==> config.mk <==
export PLATFORM = sky130hd
export DESIGN_NAME = mult_seq_ctrl
export DESIGN_NICKNAME = d
export VERILOG_FILES = /design/src/rtl/mult_pkg.sv /design/src/rtl/mult_seq_ctrl_cla.sv /design/src/rtl/mult_seq_ctrl.sv
export SDC_FILE = /design/constraint.sdc
export NUM_CORES = 1
export LEC_CHECK = 0
export ABC_AREA = 1
export CORE_MARGIN = 1
export CORE_UTILIZATION = 50
export DETAILED_ROUTE_END_ITERATION = 10
export MAX_ROUTING_LAYER = met4
export PLACE_DENSITY = 0.76
export SLEW_MARGIN = 40
export SYNTH_ARGS = -nofsm -noshare
export SYNTH_HDL_FRONTEND = slang
export SYNTH_SLANG_ARGS = --single-unit
==> constraint.sdc <==
create_clock -name clk -period 4.4 [get_ports clk]
set_input_delay 0.44 -clock clk [delete_from_list [all_inputs] [get_ports clk]]
set_output_delay 0.44 -clock clk [all_outputs]
set_load 0.02 [all_outputs]
==> src/rtl/mult_pkg.sv <==
// Shared definitions for the sequential shift-and-add multiplier.
package mult_pkg;

   // Operand width, fixed at 16 by the 16-bit CLA adder.
   localparam int WIDTH = 16;

   // Number of RUN iterations: one per multiplier bit.
   localparam int ITER  = 16;

   // Width of the iteration counter (counts 0 .. ITER-1).
   localparam int CNT_W = 4;

   // Controller states (2-bit encoding).
   typedef enum logic [1:0] {
      S_IDLE = 2'd0,
      S_RUN  = 2'd1,
      S_DONE = 2'd2
   } state_t;

endpackage

==> src/rtl/mult_seq_ctrl_cla.sv <==
// 16-bit carry-lookahead adder: four 4-bit lookahead groups joined by a
// second-level lookahead unit. Exposes group propagate/generate (pg/gg)
// so it can be cascaded into wider adders.
module cla_16 (
   input  logic [15:0] a,
   input  logic [15:0] b,
   input  logic        cin,
   output logic [15:0] s,
   output logic        cout,
   output logic        pg,
   output logic        gg
);

   logic [15:0] bit_p;
   logic [15:0] bit_g;
   logic [3:0]  grp_p;
   logic [3:0]  grp_g;
   logic [4:0]  grp_c;

   // Sum of one 4-bit group given its carry-in, with in-group carries in
   // flattened lookahead form rather than rippling.
   function automatic logic [3:0] group_sum(input logic [3:0] p4,
                                            input logic [2:0] g3,
                                            input logic       ci);
      logic [3:0] c;
      c[0] = ci;
      c[1] = g3[0] | (p4[0] & ci);
      c[2] = g3[1] | (p4[1] & g3[0]) | (p4[1] & p4[0] & ci);
      c[3] = g3[2] | (p4[2] & g3[1]) | (p4[2] & p4[1] & g3[0])
           | (p4[2] & p4[1] & p4[0] & ci);
      return p4 ^ c;
   endfunction

   // Group generate: a carry leaves the group regardless of its carry-in.
   function automatic logic group_gen(input logic [3:0] p4, input logic [3:0] g4);
      return g4[3] | (p4[3] & g4[2]) | (p4[3] & p4[2] & g4[1])
           | (p4[3] & p4[2] & p4[1] & g4[0]);
   endfunction

   assign bit_p = a ^ b;
   assign bit_g = a & b;

   // Per-group propagate/generate and sums.
   for (genvar k = 0; k < 4; k++) begin : g_grp
      assign grp_p[k] = &bit_p[4*k +: 4];
      assign grp_g[k] = group_gen(bit_p[4*k +: 4], bit_g[4*k +: 4]);
      assign s[4*k +: 4] = group_sum(bit_p[4*k +: 4], bit_g[4*k +: 3], grp_c[k]);
   end

   // Second-level lookahead: group carries straight from cin.
   assign grp_c[0] = cin;
   assign grp_c[1] = grp_g[0] | (grp_p[0] & cin);
   assign grp_c[2] = grp_g[1] | (grp_p[1] & grp_g[0]) | (grp_p[1] & grp_p[0] & cin);
   assign grp_c[3] = grp_g[2] | (grp_p[2] & grp_g[1]) | (grp_p[2] & grp_p[1] & grp_g[0])
                   | (grp_p[2] & grp_p[1] & grp_p[0] & cin);
   assign grp_c[4] = grp_g[3] | (grp_p[3] & grp_g[2]) | (grp_p[3] & grp_p[2] & grp_g[1])
                   | (grp_p[3] & grp_p[2] & grp_p[1] & grp_g[0])
                   | (grp_p[3] & grp_p[2] & grp_p[1] & grp_p[0] & cin);

   assign pg   = &grp_p;
   assign gg   = grp_g[3] | (grp_p[3] & grp_g[2]) | (grp_p[3] & grp_p[2] & grp_g[1])
               | (grp_p[3] & grp_p[2] & grp_p[1] & grp_g[0]);
   assign cout = grp_c[4];

endmodule

==> src/rtl/mult_seq_ctrl.sv <==
// Sequential radix-2 shift-and-add unsigned multiplier, 16x16 -> 32.
// One CLA add per clock over 16 iterations; single operation in flight.
//
// Handshake: a transfer happens on a rising edge where valid and ready are
// both high. in_ready is high only in IDLE (and never while rst is high);
// out_valid is high only in DONE, where p is held stable until out_ready.
// After an output transfer the block spends one cycle in IDLE before the
// next accept can happen.
module mult_seq_ctrl
   import mult_pkg::*;
#(
   parameter int WIDTH     = 16,
   parameter bit ZERO_SKIP = 1'b1
) (
   input  logic               clk,
   input  logic               rst,
   input  logic               in_valid,
   output logic               in_ready,
   input  logic [WIDTH-1:0]   a,
   input  logic [WIDTH-1:0]   b,
   output logic               out_valid,
   input  logic               out_ready,
   output logic [2*WIDTH-1:0] p,
   output logic               busy
);

   state_t             state_q, state_d;
   logic [WIDTH-1:0]   mcand_q, mcand_d;
   logic [WIDTH-1:0]   mq_q,    mq_d;
   logic [WIDTH-1:0]   acc_q,   acc_d;
   logic [CNT_W-1:0]   count_q, count_d;
   logic [2*WIDTH-1:0] p_q,     p_d;

   logic [WIDTH-1:0]   addend;
   logic [WIDTH-1:0]   sum;
   logic               carry;
   logic [WIDTH-1:0]   acc_next;
   logic [WIDTH-1:0]   mq_next;
   logic               unused_pg;
   logic               unused_gg;
   logic               accept;
   logic               zero_op;

   // The multiplicand is gated by the current low multiplier bit.
   assign addend = mq_q[0] ? mcand_q : '0;

   cla_16 u_adder (
      .a    (acc_q),
      .b    (addend),
      .cin  (1'b0),
      .s    (sum),
      .cout (carry),
      .pg   (unused_pg),
      .gg   (unused_gg)
   );

   // The 17-bit {carry, sum} shifts right by one: carry enters the top of acc,
   // sum[0] enters the top of mq as the consumed multiplier bit leaves.
   assign acc_next = {carry, sum[WIDTH-1:1]};
   assign mq_next  = {sum[0], mq_q[WIDTH-1:1]};

   assign in_ready  = ~rst & (state_q == S_IDLE);
   assign out_valid = (state_q == S_DONE);
   assign busy      = (state_q != S_IDLE);
   assign p         = p_q;
   assign accept    = in_valid & in_ready;
   assign zero_op   = ZERO_SKIP && ((a == '0) || (b == '0));

   // Next-state and datapath update.
   always_comb begin
      state_d = state_q;
      mcand_d = mcand_q;
      mq_d    = mq_q;
      acc_d   = acc_q;
      count_d = count_q;
      p_d     = p_q;
      unique case (state_q)
         S_IDLE: begin
            if (accept) begin
               mcand_d = a;
               mq_d    = b;
               acc_d   = '0;
               count_d = '0;
               if (zero_op) begin
                  state_d = S_DONE;
                  p_d     = '0;
               end else begin
                  state_d = S_RUN;
               end
            end
         end
         S_RUN: begin
            acc_d   = acc_next;
            mq_d    = mq_next;
            count_d = count_q + 1'b1;
            if (count_q == CNT_W'(ITER - 1)) begin
               state_d = S_DONE;
               p_d     = {acc_next, mq_next};
            end
         end
         S_DONE: begin
            if (out_ready) begin
               state_d = S_IDLE;
            end
         end
         default: begin
            state_d = S_IDLE;
         end
      endcase
   end

   // State and datapath registers with synchronous reset.
   always_ff @(posedge clk) begin
      if (rst) begin
         state_q <= S_IDLE;
         mcand_q <= '0;
         mq_q    <= '0;
         acc_q   <= '0;
         count_q <= '0;
         p_q     <= '0;
      end else begin
         state_q <= state_d;
         mcand_q <= mcand_d;
         mq_q    <= mq_d;
         acc_q   <= acc_d;
         count_q <= count_d;
         p_q     <= p_d;
      end
   end

endmodule

==> summary.txt, run 1 <==
Yosys
  • Seq/Total Area, Yosys: about two fifths
  • Syn nets: 659
  • EDFF count, synth: 0
  • Mapped Cells: 602
  • Syn Area/Cell: 6.981 µm²
  • Synth Flop Type: dfxtp_1
  • Count leader, synth: nand2_1
  • Area contributors post-synth: dfxtp_1 (41%), nand2_1 (16%), nand3_1 (7.5%), a21oi_1 (6.5%), ha_1 (5.1%)
  • Asr flop ratio synth: 0%
  • Yosys top cell area share: just over 40%
  • Count of different cell masters after synthesis: 30
  • Syn. warnings: 0
  • Netlist Area Pre-Place: roughly 0.0042 mm²
  • Yosys reg bits: 86
  • Post-synth top area cell: dfxtp_1
  • Commonest cells post-synth: nand2_1 (184), dfxtp_1 (86), nand3_1 (63)

Placement
  • Post-detail-place hpwl: 7072 µm
  • Port Buf Inserts: 70
  • Final Wtd Congestion: 0.9538

GRT
  • Vias in the first global route: 3482
  • Initial antenna violation count: 0
  • GRT Total Usage: 24.51%
  • Largest net degree at the start of global routing: 55
  • First-pass GRT wire length: 16480 µm
  • GRT overflow: 0

Clock tree
  • Root Buffer: clkbuf_8
  • H-tree levels: 3
  • Clock latency at the later pin of the worst-skew pair: 360 ps
  • Clk sinks: between 80 and 90
  • Post-CTS sizing: 0
  • CTS tree: yes
  • CTS max path bufs: 2
  • Clk slew on worst S/H paths: 90 ps
  • CTS Buf Count: 9
  • Postcts setup bufs: 0
  • CTS Hold Bufs: 0

Floorplanning
  • I/O pin cnt: 71
  • Core area: 0.008175 mm²
  • Starting Density: 51.41%
  • Die Area: around 0.0088 mm²
  • Die width: 93.68 µm
  • Die span in y: 93.68 µm
  • FP Rows: 33

STA
  • Hold slack: 463.5 ps
  • Final TNS setup: 0 ps
  • Fin. max-slew vios: 0
  • Tcrit/Tclk final: about two thirds
  • # setup viols final: 0
  • RSZ-0062 raised after global routing: no
  • Max Fclk: 346.2 MHz
  • Hold Violations, Final: 0
  • Skew final: 11.72 ps
  • Slew margin rel.: 47.36%
  • Worst slew pin tran: 784.8 ps
  • Period minus WS final: 2889 ps

Detailed routing
  • Final ANT Viol Nets: 0
  • DRT Wirelength: 10040 µm
  • Drt wl/cell: between 10 and 15 µm
  • Via-to-Cell Ratio: 5.227
  • DRC violations left: 2
  • DR pass1 iterations: 8
  • Detailed router's first-iteration violation count: 224
  • Via count: 3988

Status
  • Failing checks: DRC
  • Status: finished with violations

Hold path
  • Hold_sp: p[7]
  • Hold Path Depth: 2
  • Worst Hold End: p[7]
  • Min-Delay Path Class: flip-flop to flip-flop

Worst setup path
  • CP Capture Type: flip-flop
  • Max FO, Critical Path: 17
  • Critical Setup Path Class: flip-flop to flip-flop
  • Startpoint types: flip-flop
  • Required time of the worst setup path: 4700 ps
  • R2R Path End: acc_q[12]
  • CP Launch Point: mq_q[0]
  • Reg-to-reg slack, setup: 1510 ps
  • Worst r2r src: mq_q[0]
  • Reg2Reg Depth: 14
  • Crit path arrival time: 3190 ps

Layout
  • Fin nets: roughly 700
  • Multi-input gate area: 0.002111 mm²
  • Area Growth Syn to Fin: 20.12%
  • Reg area: 0.001722 mm²
  • Layout cell share with drive strength beyond 1: a little over 4%
  • Filler Cell Count: approximately 740
  • Diodes inserted: 0

Pwr
  • PwrDens: about 410 mW/mm²
  • Pleak: 0.002172 µW
  • Maximum VDD drop: about 0.25 mV

Flow run
  • Max-cap violation count: 0
[critical path, cell delays in order, from the launching register on]
cell	delay (ps)
dfxtp_1	690
nand2_1	120
inv_1	90
ha_1	260
or2_2	300
nand2_1	70
nand2_1	140
nand2_1	100
nand3_1	150
fa_1	460
nand2_1	80
nand2_1	50
nor2_1	110
inv_1	60
a21oi_1	130
[how the worst max path moves through the flow]
stage,endpoint,cells past startpoint,slack (ps)
after floorplan,p[28],14,1970
after global placement,p[21],11,1580
after detailed placement,p[21],11,1560
after CTS,acc_q[12],14,1560
after global routing,acc_q[12],14,1230
final,acc_q[12],14,1510
[sequential cells by signal (all words and copies together) (netlist names)]
register and cells:
p 32, acc_q 16, mcand_q 16, mq_q 16, count_q 4, state_q 2
[layer usage]
layer  vias to the layer above  wire (µm)  global-route usage [%]
li1                       2055          -                       -
met1                      1804       4881                   33.97
met2                       118       4539                   36.31
met3                        11        487                   4.693
met4                         0        133                   7.051
met5                         -          0                       -
[final cells by class]
| class | count | area share (%) |
|---|---|---|
| Clock buffer | 10 | 2.528 |
| Clock inverter | 6 | 0.9170 |
| Inverter | 55 | 4.114 |
| Multi-Input combinational cell | 430 | 41.81 |
| Sequential cell | 86 | 34.10 |
| Tap cell | 105 | 2.602 |
| Timing Repair Buffer | 71 | 13.93 |
[power breakdown]
group          leakage, µW  total [µW]  internal, µW  switching, µW
combinational      0.00139         578           193            384
sequential        0.000698         956           879           77.7
clock            0.0000829         515           208            306
total              0.00217        2050          1280            768
[kinds of logic (layout without fill, tap and decap cells)]
logic type	count (synthesis)	count (layout)	share of synthesized area [%]
buffers and inverters	86	142	8.812
AND/OR/NAND/NOR	311	311	30.60
adder cells (fa/ha/maj)	21	21	6.966
AO/OA/AOI/OAI	98	98	12.65
flip-flops	86	86	40.96
[per-stage QoR]
stage / power (µW) / std cells / util (%) / worst slack, ps / instance area (µm²)
2_1_floorplan: 1363 / 602 / - / 1967 / 4203
3_3_place_gp: 1531 / 747 / 59.61 / 1576 / 4873
3_5_place_dp: 1550 / 747 / 59.61 / 1562 / 4873
4_1_cts: 2052 / 763 / 61.74 / 1564 / 5047
5_1_grt: 2157 / 763 / 61.75 / 1229 / 5049
6_report: 2049 / 763 / 61.75 / 1511 / 5049
[placed cells by master, fill, tap and decap left out]
cell type	n
buf_2	1
nor3_1	3
a21o_1	1
buf_4	1
nand4_1	2
a31oi_1	18
ha_1	17
clkinv_1	1
nor2_2	1
nand3b_1	2
nand3_2	1
and3_1	1
dfxtp_1	86
a21oi_1	55
clkdlybuf4s50_1	69
clkbuf_1	1
fa_1	4
nand2_2	1
clkbuf_8	9
clkinvlp_4	2
inv_1	49
a221oi_1	1
o21ai_1	2
o21bai_1	2
nand3_1	63
nor2_4	1
clkinv_4	2
nor2_1	51
o21ai_0	16
o21a_1	3
nand2_1	184
or2_2	1
inv_6	1
inv_2	4
clkinv_2	2
Note: power is estimated with default switching activity, not from simulation.
==> run 2: changes to the inputs <==
--- a/config.mk
+++ b/config.mk
@@ -7,7 +7,7 @@
 export LEC_CHECK = 0
 export ABC_AREA = 1
 export CORE_MARGIN = 1
-export CORE_UTILIZATION = 50
+export CORE_UTILIZATION = 48
 export DETAILED_ROUTE_END_ITERATION = 10
 export MAX_ROUTING_LAYER = met4
 export PLACE_DENSITY = 0.76
==> constraint.sdc (replaced) <==
create_clock -name clk -period 2.42 [get_ports clk]
set_input_delay 0.242 -clock clk [delete_from_list [all_inputs] [get_ports clk]]
set_output_delay 0.242 -clock clk [all_outputs]
set_load 0.02 [all_outputs]
==> run 2 against run 1 <==
Compared with the run above: die area grew 4.1%; register-to-register slack worse by 1400 ps; clock skew barely moved; the flow now finishes without violations.
==> summary.txt, run 2 (synthesized netlist as in run 1, its figures left out) <==
Status
  • Status: finished clean

Layout
  • Area Growth Syn to Fin: 24.65%
  • Layout cell share with drive strength beyond 1: 7.485%
  • Commonest cells after routing, fill and taps aside: nand2_1 (181), dfxtp_1 (85), clkdlybuf4s50_1 (69), nand3_1 (62), a21oi_1 (53)
  • Design area: 0.005239 mm²
  • Reg area: 0.001725 mm²
  • Final core utilization: 62.81%
  • Filler Cell Count: 758
  • Commonest non-fill, non-tap cell in the layout: nand2_1
  • Diodes inserted: 0
  • Multi-input gate area: 0.002186 mm²
  • Number of flip-flops in the largest register: 32
  • Fin nets: 721

Detailed routing
  • Final ANT Viol Nets: 0
  • Drt wl/cell: 13.67 µm
  • DRT Wirelength: 10560 µm
  • Via-to-Cell Ratio: about 5.2
  • Via count: ~4000
  • DRC violations left: 0
  • DR pass1 iterations: 5
  • Detailed router's first-iteration violation count: about 200

Clock tree
  • Clk slew on worst S/H paths: 90 ps
  • Root Buffer: clkbuf_8
  • CTS max path bufs: 2
  • CTS Hold Bufs: 0
  • CTS Buf Count: 9
  • H-tree levels: 3
  • CTS tree: yes
  • Clk sinks: 86
  • Clock latency at the later pin of the worst-skew pair: approximately 370 ps

Worst setup path
  • Critical path, cell by cell: buf_8, nand2_1, inv_1, ha_1, nand2_1, inv_1, nand2_1, inv_1, nand2_1, nand3_2, fa_2, nand2_1, nand2_1, nor2_1, inv_1, a21oi_1
  • Startpoint types: flip-flop
  • CP Launch Point: mq_q[0]
  • CP dominant cell by count: nand2_1
  • Worst r2r src: mq_q[0]
  • Crit path arrival time: 2570 ps
  • Required time of the worst setup path: 2710 ps
  • Max FO, Critical Path: 12
  • Critical Setup Path Class: flip-flop to flip-flop
  • Largest stage delay, worst path: 370 ps
  • CP max stage cell: dfxtp_4
  • CP Capture Type: flip-flop

GRT
  • Gr busiest metal: met2
  • GRT met2 Usage: 38.87%
  • GRT overflow: 0
  • GRT Total Usage: 25.82%
  • GR Layer Usage met3: 5.263%
  • First-pass GRT wire length: approximately 18000 µm
  • Largest net degree at the start of global routing: 54
  • Vias in the first global route: 3799
  • GRT met1 Usage: between 30 and 40%
  • Initial antenna violation count: 0

Placement
  • Final Wtd Congestion: approximately 0.84
  • Port Buf Inserts: 70
  • Post-detail-place hpwl: 7423 µm
  • Area after DPL: 0.004974 mm²

STA
  • Tcrit/Tclk final: 94.07%
  • Slew margin rel.: 62.09%
  • Hold slack: 447.0 ps
  • Worst slew pin tran: approximately 570 ps
  • Period minus WS final: 2276 ps
  • Fin. max-slew vios: 0
  • Final TNS setup: 0 ps
  • Hold Violations, Final: 0
  • # setup viols final: 0
  • Max Fclk: 439.3 MHz
  • Skew final: 11.74 ps

Floorplanning
  • I/O pin cnt: 71
  • Die span in y: 95.57 µm
  • Die width: 95.57 µm
  • Die Area: between 0.009 and 0.01 mm²
  • Starting Density: 50.39%
  • Core area: approximately 0.0083 mm²
  • FP Rows: 33

Pwr
  • Pleak: between 0.002 and 0.0025 µW
  • PwrDens: 732.9 mW/mm²
  • Total Power: 3839 µW
  • Maximum VDD drop: around 0.33 mV

Hold path
  • Min-Delay Path Class: input pin to flip-flop
  • Hold_sp: a[5]

Flow run
  • Max-cap violation count: 0
[run 2: changes by cell type in the layout (fill, tap and decap cells not counted), moves of 2 or more]
cell / change
inv_1: +2
nand2_1: -3
a21oi_2: +2
buf_12: +2
buf_4: +8
clkinvlp_4: +2
ha_4: +4
clkinv_4: -2
clkinv_2: -2
ha_1: -4
fa_1: -2
fa_2: +2
a21oi_1: -2
nand2_2: +3
[run 2: metrics by stage]
| stage | setup WS (ps) | instances |
|---|---|---|
| 4_1_cts | 26.72 | 772 |
| 3_5_place_dp | -10.49 | 757 |
| 5_1_grt | -1.539 | 773 |
| 6_report | 143.5 | 773 |
| 3_3_place_gp | 54.66 | 757 |
| 2_1_floorplan | 71.69 | 602 |
[run 2: final cells by class]
type,count,area share [%]
clock inverter,6,0.9076
multi-input combinational,430,41.72
sequential,86,32.94
inverter,55,3.941
clock buffer,9,2.364
timing repair buffer,82,15.62
tap,105,2.508
[run 2: repair_timing]
action | CTS | global route
setup endpoints to repair | 2 | 10
resized for setup | 2 | 15
hold endpoints to repair | 0 | 0
cloned | 0 | 0
pin swaps | 0 | 3
setup buffers | 0 | 1
[run 2: critical path, delay by kind of cell, from the launching register on]
family | cells | cell delay (ps)
DFF | 1 | 370
AOI/OAI and AO/OA | 1 | 130
adders and majority gates | 2 | 690
buffers and inverters | 5 | 360
and+or+nand+nor | 8 | 650
[run 2: report_power, final]
part	leakage, µW	switching [µW]	internal [µW]
clock network	0.0000744	545	374
registers	0.000699	127	1600
logic	0.00145	761	434
[run 2: worst paths after layout]
check / end / slack [ps] / cells past startpoint
setup / recovery: acc_q[12] / 140 / 16
hold / removal: mcand_q[5] / 450 / 3
setup reg to reg: acc_q[12] / 140 / 16
hold reg to reg: p[19] / 470 / 2
[run 2: layer usage]
| metal | up-vias | share of wire (%) |
|---|---|---|
| li1 | 2068 | - |
| met1 | 1824 | 49 |
| met2 | 112 | 44 |
| met3 | 6 | 6.1 |
| met4 | 0 | 0.74 |
| met5 | - | 0 |
==> run 3: changes to the inputs <==
--- a/config.mk
+++ b/config.mk
@@ -7,10 +7,12 @@
 export LEC_CHECK = 0
 export ABC_AREA = 1
 export CORE_MARGIN = 1
-export CORE_UTILIZATION = 48
+export CORE_UTILIZATION = 50
+export CTS_BUF_LIST = sky130_fd_sc_hd__clkbuf_8
 export DETAILED_ROUTE_END_ITERATION = 10
 export MAX_ROUTING_LAYER = met4
-export PLACE_DENSITY = 0.76
+export PLACE_DENSITY = 0.79
+export SETUP_SLACK_MARGIN = 0.05
 export SLEW_MARGIN = 40
 export SYNTH_ARGS = -nofsm -noshare
 export SYNTH_HDL_FRONTEND = slang
==> run 3 against run 2 <==
Compared with the run above: clock skew fell by 4.1 ps; die area fell by 3.9%; hold slack barely moved; largest cell class unchanged; non-clock buffer count rose by 4.
==> summary.txt, run 3 (synthesized netlist as in run 1, its figures left out) <==
STA
  • Skew final: roughly 7.6 ps
  • Worst slew pin tran: slightly below 600 ps
  • # setup viols final: 0
  • Tcrit/Tclk final: 94.29%
  • Fin. max-slew vios: 0
  • Final TNS setup: 0 ps
  • Hold Violations, Final: 0
  • Hold slack: 446.5 ps
  • Setup ws final: 138.1 ps
  • Slew margin rel.: 60.61%
  • Period minus WS final: 2282 ps
  • RSZ-0062 raised after global routing: no
  • Max Fclk: 438.2 MHz

Placement
  • Post-detail-place hpwl: 7590 µm
  • Final Wtd Congestion: around 0.90
  • Dpl ws: 48.40 ps
  • Port Buf Inserts: 70

Detailed routing
  • Via-to-Cell Ratio: 5.344
  • DR pass1 iterations: 5
  • Drt wl/cell: about 14 µm
  • Final ANT Viol Nets: 0
  • DRT Wirelength: ~11000 µm
  • DRC violations left: 0
  • Via count: 4158
  • Detailed router's first-iteration violation count: 323

Pwr
  • Sw Pwr: ~1400 µW
  • Sequential share of power: approximately 44%
  • Internal power: around 2500 µW
  • Comb power frac: 30.4%
  • Maximum VDD drop: approximately 0.35 mV
  • Switch share: between 30% and 40%
  • Pleak: between 0.002 and 0.0025 µW
  • PwrDens: 735.2 mW/mm²
  • Total Power: 3941 µW
  • Clk pwr share: 25.8%

Status
  • Status: finished clean

Floorplanning
  • Core area: 0.008175 mm²
  • Die Area: 0.008776 mm²
  • Die span in y: between 90 and 100 µm
  • FP Rows: 33
  • Die width: 93.68 µm
  • Starting Density: 51.41%
  • I/O pin cnt: 71

Worst setup path
  • Max FO, Critical Path: 7
  • CP dominant cell by count: nand2_2
  • CP Capture Type: flip-flop
  • Critical path, cell by cell: buf_8, buf_6, nand2_2, inv_1, ha_4, nand2_1, inv_2, nand2_2, nor2_2, nand2_2, nand3_4, fa_2, nand3_1, a21oi_1
  • Largest stage delay, worst path: 450 ps
  • CP max stage cell: fa_2
  • Delay-heaviest family, CP: adder cells
  • Critical Setup Path Class: flip-flop to flip-flop
  • Startpoint types: flip-flop
  • Crit path arrival time: around 2500 ps
  • Required time of the worst setup path: 2640 ps
  • Buf+Inv Stages, Crit Path: 4

GRT
  • Largest net degree at the start of global routing: 55
  • GRT Total Usage: 26.81%
  • First-pass GRT wire length: 17930 µm
  • GRT overflow: 0
  • Vias in the first global route: 3776
  • Initial antenna violation count: 0

Layout
  • Commonest cells after routing, fill and taps aside: nand2_1 (177), dfxtp_1 (85), clkdlybuf4s50_1 (69), nand3_1 (62), a21oi_1 (54)
  • Layout cell share with drive strength beyond 1: 10.10%
  • Number of flip-flops in the largest register: 32
  • Fin nets: 725
  • Commonest non-fill, non-tap cell in the layout: nand2_1
  • Diodes inserted: 0
  • Area Growth Syn to Fin: 27.54%

Clock tree
  • Clk sinks: 86
  • CTS Buf Count: 9
  • H-tree levels: 3
  • CTS Hold Bufs: 0
  • Clock latency at the later pin of the worst-skew pair: roughly 360 ps
  • Root Buffer: clkbuf_8
  • CTS max path bufs: 2
  • CTS tree: yes
  • Clk slew on worst S/H paths: roughly 90 ps

Hold path
  • Min-Delay Path Class: input pin to flip-flop

Flow run
  • Max-cap violation count: 0
-- run 3: cell count changes in the layout (fill, tap and decap cells not counted), sizes merged --
cell / previous run / this run
buf: 13 / 17
bufinv: 0 / 1
clkinv: 0 / 4
clkinvlp: 4 / 0
-- run 3: path summary, 6_finish.rpt --
path	start	to	slack [ps]	cells past startpoint
worst max-delay path	mq_q[0]	p[27]	140	14
worst min-delay path	a[7]	mcand_q[7]	450	3
worst max register to register	mq_q[0]	p[27]	140	14
worst min register to register	p[16]	p[16]	460	2
-- run 3: layout make-up --
type,count,area [µm²]
Fill cell,684,2815
Multi-Input combinational cell,430,2275
Sequential cell,86,1725
Timing Repair Buffer,86,827.0
Inverter,55,206.4
Tap cell,105,131.4
Clock buffer,9,123.9
Clock inverter,7,71.32
-- run 3: stage by stage --
step,area [µm²],std cells,util (%)
3_5_place_dp,4964,759,60.71
3_3_place_gp,4964,759,60.71
6_report,5360,778,65.56
2_1_floorplan,4204,602,-
4_1_cts,5167,775,63.21
5_1_grt,5360,778,65.56
-- run 3: worst min-delay path: stages --
cell and delay [ps]:
clkdlybuf4s50_1 410, nand2_1 70, nand2_1 40
-- run 3: per-layer routing --
layer	share of wire, %	track usage (%)
met3	6.8	5.016
met4	1.4	6.923
met1	47	37.96
met5	0	-
met2	45	39.23
-- run 3: timing repair --
action,4_1_cts,5_1_grt
endpoints found under the setup margin,3,12
gates resized for setup,2,33
pin swaps,0,8
buffers inserted,0,3
-- run 3: power groups by stage --
stage          clock (µW)  sequential, µW  combinational [µW]
2_1_floorplan           0            1800                 683
3_3_place_gp            0            1750                1140
3_5_place_dp            0            1750                1160
4_1_cts              1030            1720                1170
5_1_grt              1090            1750                1310
6_report             1010            1730                1200
